==> src/rtl/layer_backward.sv <==
// Backward error propagation for one dense layer: err[j] = sum_i active[i]*delta[i]*w[i][j].
// One neuron per cycle, all NUM_INPUTS accumulators updated in parallel, then shift+saturate.
module layer_backward #(
  parameter int NUM_NEURON      = 6,
  parameter int NUM_INPUTS      = 5,
  parameter int DELTA_SIZE      = 10,
  parameter int WEIGHT_SIZE     = 17,
  parameter int OUTPUT_SIZE     = 10,
  parameter int DELTA_FRACTION  = 7,
  parameter int WEIGHT_FRACTION = 8,
  parameter int OUTPUT_FRACTION = 7
) (
  input  logic                                       clk_i,
  input  logic                                       rst_i,
  input  logic                                       start_i,
  input  logic [NUM_NEURON-1:0]                      active_i,
  input  logic [NUM_NEURON*DELTA_SIZE-1:0]           deltas_i,
  input  logic [NUM_NEURON*NUM_INPUTS*WEIGHT_SIZE-1:0] weights_i,
  output logic [NUM_INPUTS*OUTPUT_SIZE-1:0]          out_errors_o,
  output logic [NUM_INPUTS-1:0]                      out_valid_o,
  output logic                                       busy_o
);

  localparam int PROD_W = DELTA_SIZE + WEIGHT_SIZE;
  localparam int ACC_W  = PROD_W + $clog2(NUM_NEURON);
  localparam int SHIFT  = DELTA_FRACTION + WEIGHT_FRACTION - OUTPUT_FRACTION;
  localparam int CNT_W  = (NUM_NEURON > 1) ? $clog2(NUM_NEURON) : 1;

  localparam logic [CNT_W-1:0] CNT_LAST = CNT_W'(NUM_NEURON - 1);
  localparam logic signed [ACC_W-1:0] OUT_MAX = (ACC_W'(1) <<< (OUTPUT_SIZE - 1)) - ACC_W'(1);
  localparam logic signed [ACC_W-1:0] OUT_MIN = -(ACC_W'(1) <<< (OUTPUT_SIZE - 1));

  localparam logic [1:0] ST_IDLE  = 2'd0;
  localparam logic [1:0] ST_ACCUM = 2'd1;
  localparam logic [1:0] ST_OUT   = 2'd2;

  logic [1:0]                        state_q, state_d;
  logic [CNT_W-1:0]                  cnt_q, cnt_d;
  logic [NUM_NEURON-1:0]             active_q, active_d;
  logic [NUM_NEURON*DELTA_SIZE-1:0]  deltas_q, deltas_d;
  logic signed [ACC_W-1:0]           acc_q [NUM_INPUTS];
  logic signed [ACC_W-1:0]           acc_d [NUM_INPUTS];
  logic [NUM_INPUTS*OUTPUT_SIZE-1:0] err_q, err_d;
  logic [NUM_INPUTS-1:0]             valid_q, valid_d;
  logic                              busy_q, busy_d;

  logic signed [DELTA_SIZE-1:0]  d_arr [NUM_NEURON];
  logic signed [WEIGHT_SIZE-1:0] w_arr [NUM_NEURON][NUM_INPUTS];
  logic signed [PROD_W-1:0]      prod  [NUM_INPUTS];
  logic [NUM_INPUTS*OUTPUT_SIZE-1:0] sat_vec;
  logic signed [DELTA_SIZE-1:0]  cur_delta;
  logic                          cur_active;

  // Unpack the flat buses with constant slices so the per-cycle select is a plain array index.
  for (genvar gn = 0; gn < NUM_NEURON; gn++) begin : g_unpack
    assign d_arr[gn] = deltas_q[gn*DELTA_SIZE +: DELTA_SIZE];
    for (genvar gi = 0; gi < NUM_INPUTS; gi++) begin : g_w
      assign w_arr[gn][gi] = weights_i[(gn*NUM_INPUTS + gi)*WEIGHT_SIZE +: WEIGHT_SIZE];
    end
  end

  assign cur_delta  = d_arr[cnt_q];
  assign cur_active = active_q[cnt_q];

  for (genvar gi = 0; gi < NUM_INPUTS; gi++) begin : g_lane
    logic signed [ACC_W-1:0] shifted;
    assign prod[gi] = PROD_W'(cur_delta) * PROD_W'(w_arr[cnt_q][gi]);
    // Arithmetic shift floors toward minus infinity before clamping.
    assign shifted  = acc_q[gi] >>> SHIFT;
    assign sat_vec[gi*OUTPUT_SIZE +: OUTPUT_SIZE] =
        (shifted > OUT_MAX) ? OUT_MAX[OUTPUT_SIZE-1:0] :
        (shifted < OUT_MIN) ? OUT_MIN[OUTPUT_SIZE-1:0] :
                              shifted[OUTPUT_SIZE-1:0];
  end

  always_comb begin
    state_d  = state_q;
    cnt_d    = cnt_q;
    active_d = active_q;
    deltas_d = deltas_q;
    err_d    = err_q;
    valid_d  = valid_q;
    busy_d   = busy_q;
    for (int j = 0; j < NUM_INPUTS; j++) acc_d[j] = acc_q[j];

    case (state_q)
      ST_IDLE: begin
        if (start_i) begin
          active_d = active_i;
          deltas_d = deltas_i;
          cnt_d    = '0;
          for (int j = 0; j < NUM_INPUTS; j++) acc_d[j] = '0;
          valid_d  = '0;
          busy_d   = 1'b1;
          state_d  = ST_ACCUM;
        end
      end
      ST_ACCUM: begin
        if (cur_active) begin
          for (int j = 0; j < NUM_INPUTS; j++) acc_d[j] = acc_q[j] + ACC_W'(prod[j]);
        end
        cnt_d = cnt_q + 1'b1;
        if (cnt_q == CNT_LAST) state_d = ST_OUT;
      end
      ST_OUT: begin
        err_d   = sat_vec;
        valid_d = '1;
        busy_d  = 1'b0;
        state_d = ST_IDLE;
      end
      default: state_d = ST_IDLE;
    endcase
  end

  always_ff @(posedge clk_i or posedge rst_i) begin
    if (rst_i) begin
      state_q  <= ST_IDLE;
      cnt_q    <= '0;
      active_q <= '0;
      deltas_q <= '0;
      err_q    <= '0;
      valid_q  <= '0;
      busy_q   <= 1'b0;
      for (int j = 0; j < NUM_INPUTS; j++) acc_q[j] <= '0;
    end else begin
      state_q  <= state_d;
      cnt_q    <= cnt_d;
      active_q <= active_d;
      deltas_q <= deltas_d;
      err_q    <= err_d;
      valid_q  <= valid_d;
      busy_q   <= busy_d;
      for (int j = 0; j < NUM_INPUTS; j++) acc_q[j] <= acc_d[j];
    end
  end

  assign out_errors_o = err_q;
  assign out_valid_o  = valid_q;
  assign busy_o       = busy_q;

endmodule

==> config.mk <==
export PLATFORM = sky130hd
export DESIGN_NAME = layer_backward
export DESIGN_NICKNAME = d
export VERILOG_FILES = /design/src/rtl/layer_backward.sv
export SDC_FILE = /design/constraint.sdc
export NUM_CORES = 2
export LEC_CHECK = 0
export ABC_CLOCK_PERIOD_IN_PS = 22500
export BUFFER_PORTS_ARGS = -buffer_cell sky130_fd_sc_hd__buf_2
export CORE_MARGIN = 2
export CORE_UTILIZATION = 65
export CTS_BUF_LIST = sky130_fd_sc_hd__clkbuf_16
export CTS_CLUSTER_DIAMETER = 150
export DETAILED_ROUTE_END_ITERATION = 10
export PLACE_DENSITY = 0.85
export SLEW_MARGIN = 10
export SYNTH_ARGS = -nofsm -noshare
export SYNTH_HDL_FRONTEND = slang
export SYNTH_SLANG_ARGS = --single-unit
==> constraint.sdc <==
create_clock -name clk_i -period 22.5 [get_ports clk_i]
set_clock_uncertainty 0.2 [all_clocks]
set_input_delay 4.5 -clock clk_i [delete_from_list [all_inputs] [get_ports clk_i]]
set_output_delay 4.5 -clock clk_i [all_outputs]
set_load 0.02 [all_outputs]
==> impl_metrics.py <==
metrics = {
    "outcome": {
        "status": "finished, final reports clean",
    },
    "yosys": {
        "ys_async_sr_fraction_pct": 100,
        "synthCells": 5397,
        "syn_avg_cell_area_um2": 9.36,
        "synth_seq_cells": 273,
        "yosys_most_used_dff": "dfrtp_1",
        "synth_xor_area_share_pct": 2.51,
        "synthTopCellsByCount": "inv_1, fa_1, nand2_1",
        "synth_nets": 7273,
        "synth_cell_type_count": 72,
        "yosysMostFrequentCell": "inv_1",
        "synth_largest_area_cell": "fa_1",
        "synthMuxAreaShare_pct": 7.83,
        "synth_compound_area_share_pct": 7.79,
        "synthAdderAreaFrac_pct": 45.8,
        "synth_area_mm2": 0.0505,
        "synth_edf_count": 0,
        "yosysSeqAreaShare_pct": 13.5,
        "synth.top_cell.area_share_pct": 36.4,
        "synth_top_family_by_area": "adder cells",
        "synthTopCellsByArea": "fa_1, dfrtp_1, ha_1",
        "synthSimpleGateAreaFrac_pct": 12.3,
        "synth-warning-count": 0,
    },
    "worst_setup_path": {
        "crit_arrival_ns": 11.17,
        "worstPathMaxFanout": 10,
        "crit_type": "in -> reg",
        "worstPathRequired_ns": 22.79,
        "worst_setup_path_start_kind": "input pin",
        "endpoint_kind": "register",
    },
    "sta": {
        "fmax_mhz": 91.9,
        "fin_crit_ns": 10.88,
        "hold_viol_final": 0,
        "layout_worst_path_cycle_share_pct": 48.4,
        "rsz0062_at_grt": "false",
        "setup_tns_ns": 0,
        "tightest_slew_ns": 1.32,
        "maxSlewViolCount": 0,
        "maxSlewHeadroom_pct": 11.5,
        "setup_viol": 0,
    },
    "routing": {
        "final_antenna_net_count": 0,
        "wl_um": 152000,
        "avgViaCountPerCell": 5.87,
        "drt_iter0_drc": 3179,
        "drtPass1Iterations": 5,
        "drc": 0,
        "vias": 41148,
        "post_drt_wl_per_cell_um": 21.7,
    },
    "cells_and_area": {
        "area_growth_syn_to_layout_pct": 10.8,
        "fin_nets": 7802,
        "drive_above_1_share_pct": 15.9,
    },
    "grt": {
        "grt_pass1_vias": 44661,
        "grt_pass1_wl_um": 242000,
        "grt_max_degree": 169,
        "antenna_found_initial": 32,
        "grt-ovfl-total": 0,
        "grt.total_usage_pct": 39.9,
    },
    "clock_network": {
        "clock_sinks": 273,
        "post_cts_buffers": 0,
        "root_buffer": "clkbuf_16",
        "clk_latency_ns": 0.60,
        "cts_resized": 0,
        "tritoncts": "done",
        "cts.clk_slew.worst_paths_ns": 0.06,
        "cts-hold-fix-buffers": 0,
        "cts_buffers": 36,
        "cts_max_level": 2,
        "clock_path_buffers": 3,
    },
    "die": {
        "initial_utilization_pct": 65.5,
        "coreArea_mm2": 0.0772,
        "die_x_um": 283,
        "floorplan.die_area_mm2": 0.0800,
        "ios": 635,
        "die_h_um": 283,
        "rows": 102,
    },
    "min_path": {
        "hold_class": "reg -> reg",
    },
    "place": {
        "gp_congestion": 0.967,
        "hpwl_um": 119000,
        "io_buffers": 634,
    },
    "flow_run": {
        "drv_cap": 0,
    },
}
[cell type report]
| class | count | area (µm²) |
|---|---|---|
| diodes | 16 | 40.0 |
| multi-input cells | 3761 | 38600 |
| fillers | 5545 | 21200 |
| inverters | 1163 | 4380 |
| flip-flops and latches | 273 | 6840 |
| clock inverters | 28 | 290 |
| clock buffers | 36 | 901 |
| repair buffers | 691 | 3610 |
| well taps | 1040 | 1300 |
[per-layer routing]
layer	global-route usage [%]	wire [µm]
met3	11.1	16500
met2	63.2	70400
met4	25.0	10300
met1	48.6	54900
met5	0	144
[state kept, by name, indices dropped and copies added, names as in the netlist]
register      count
out_errors_o     50
deltas_q         60
cnt_q             3
state_q           2
out_valid_o       1
acc_q           150
busy_o            1
active_q          6
[through the flow]
stage                     utilization [%]  setup slack [ns]  cell area (µm²)  hold WS, ns  instances
after global placement               70.9             11.24            54800        0.258       6928
after floorplan                         -             10.28            50500        0.250       5397
after detailed placement             70.9             11.18            54800        0.265       6928
final                                72.5             11.62            56000        0.270       7008
after global routing                 72.5             11.28            56000        0.296       7004
after CTS                            72.5             11.77            56000        0.277       6992
[worst max-delay path, cell delays in order]
cell	delay, ns
buf_2	0.09
mux2i_1	0.78
o21ai_1	0.54
and2_1	0.30
fa_1	0.48
inv_1	0.06
fa_1	0.53
inv_1	0.05
fa_1	0.45
fa_1	0.50
inv_1	0.05
fa_1	0.48
inv_1	0.04
ha_1	0.32
o21a_1	0.15
nor2_1	0.06
o31ai_2	0.45
o221a_2	0.33
a31oi_1	0.11
a211o_1	0.32
o21bai_1	0.15
a21oi_1	0.09
xor2_1	0.15
o21ai_0	0.16
[cell families after synthesis]
family          Yosys count
fa+ha+maj              1297
flops                   273
mux                     267
compound gates          642
xor+xnor                145
simple gates           1410
buf+inv                1363
[cells in the final DEF, fill, tap and decap left out, drive strengths merged, types with 105 or more instances in the layout]
master | synthesis | final
mux2i | 105 | 105
nor2b | 193 | 193
fa | 920 | 920
o21ai | 271 | 271
dfrtp | 273 | 273
ha | 377 | 377
nand2 | 715 | 715
inv | 1163 | 1168
a21oi | 130 | 130
nor2 | 323 | 323
buf | 60 | 691
[path summary, 6_finish.rpt]
path                                       start               end  slack [ns]  cells past startpoint
worst max-delay path              weights_i[445]        acc_q[116]       11.62                     24
worst min-delay path            out_errors_o[43]  out_errors_o[43]        0.27                      2
worst max register to register          cnt_q[0]        acc_q[116]       12.49                     25
worst min register to register  out_errors_o[43]  out_errors_o[43]        0.27                      2
max in group asynchronous                  rst_i          cnt_q[0]       16.83                      3
min in group asynchronous                  rst_i      deltas_q[22]        3.74                      2
Power is not shown: default switching activity piles up to over one toggle a cycle in this logic, so the estimate is an artifact.
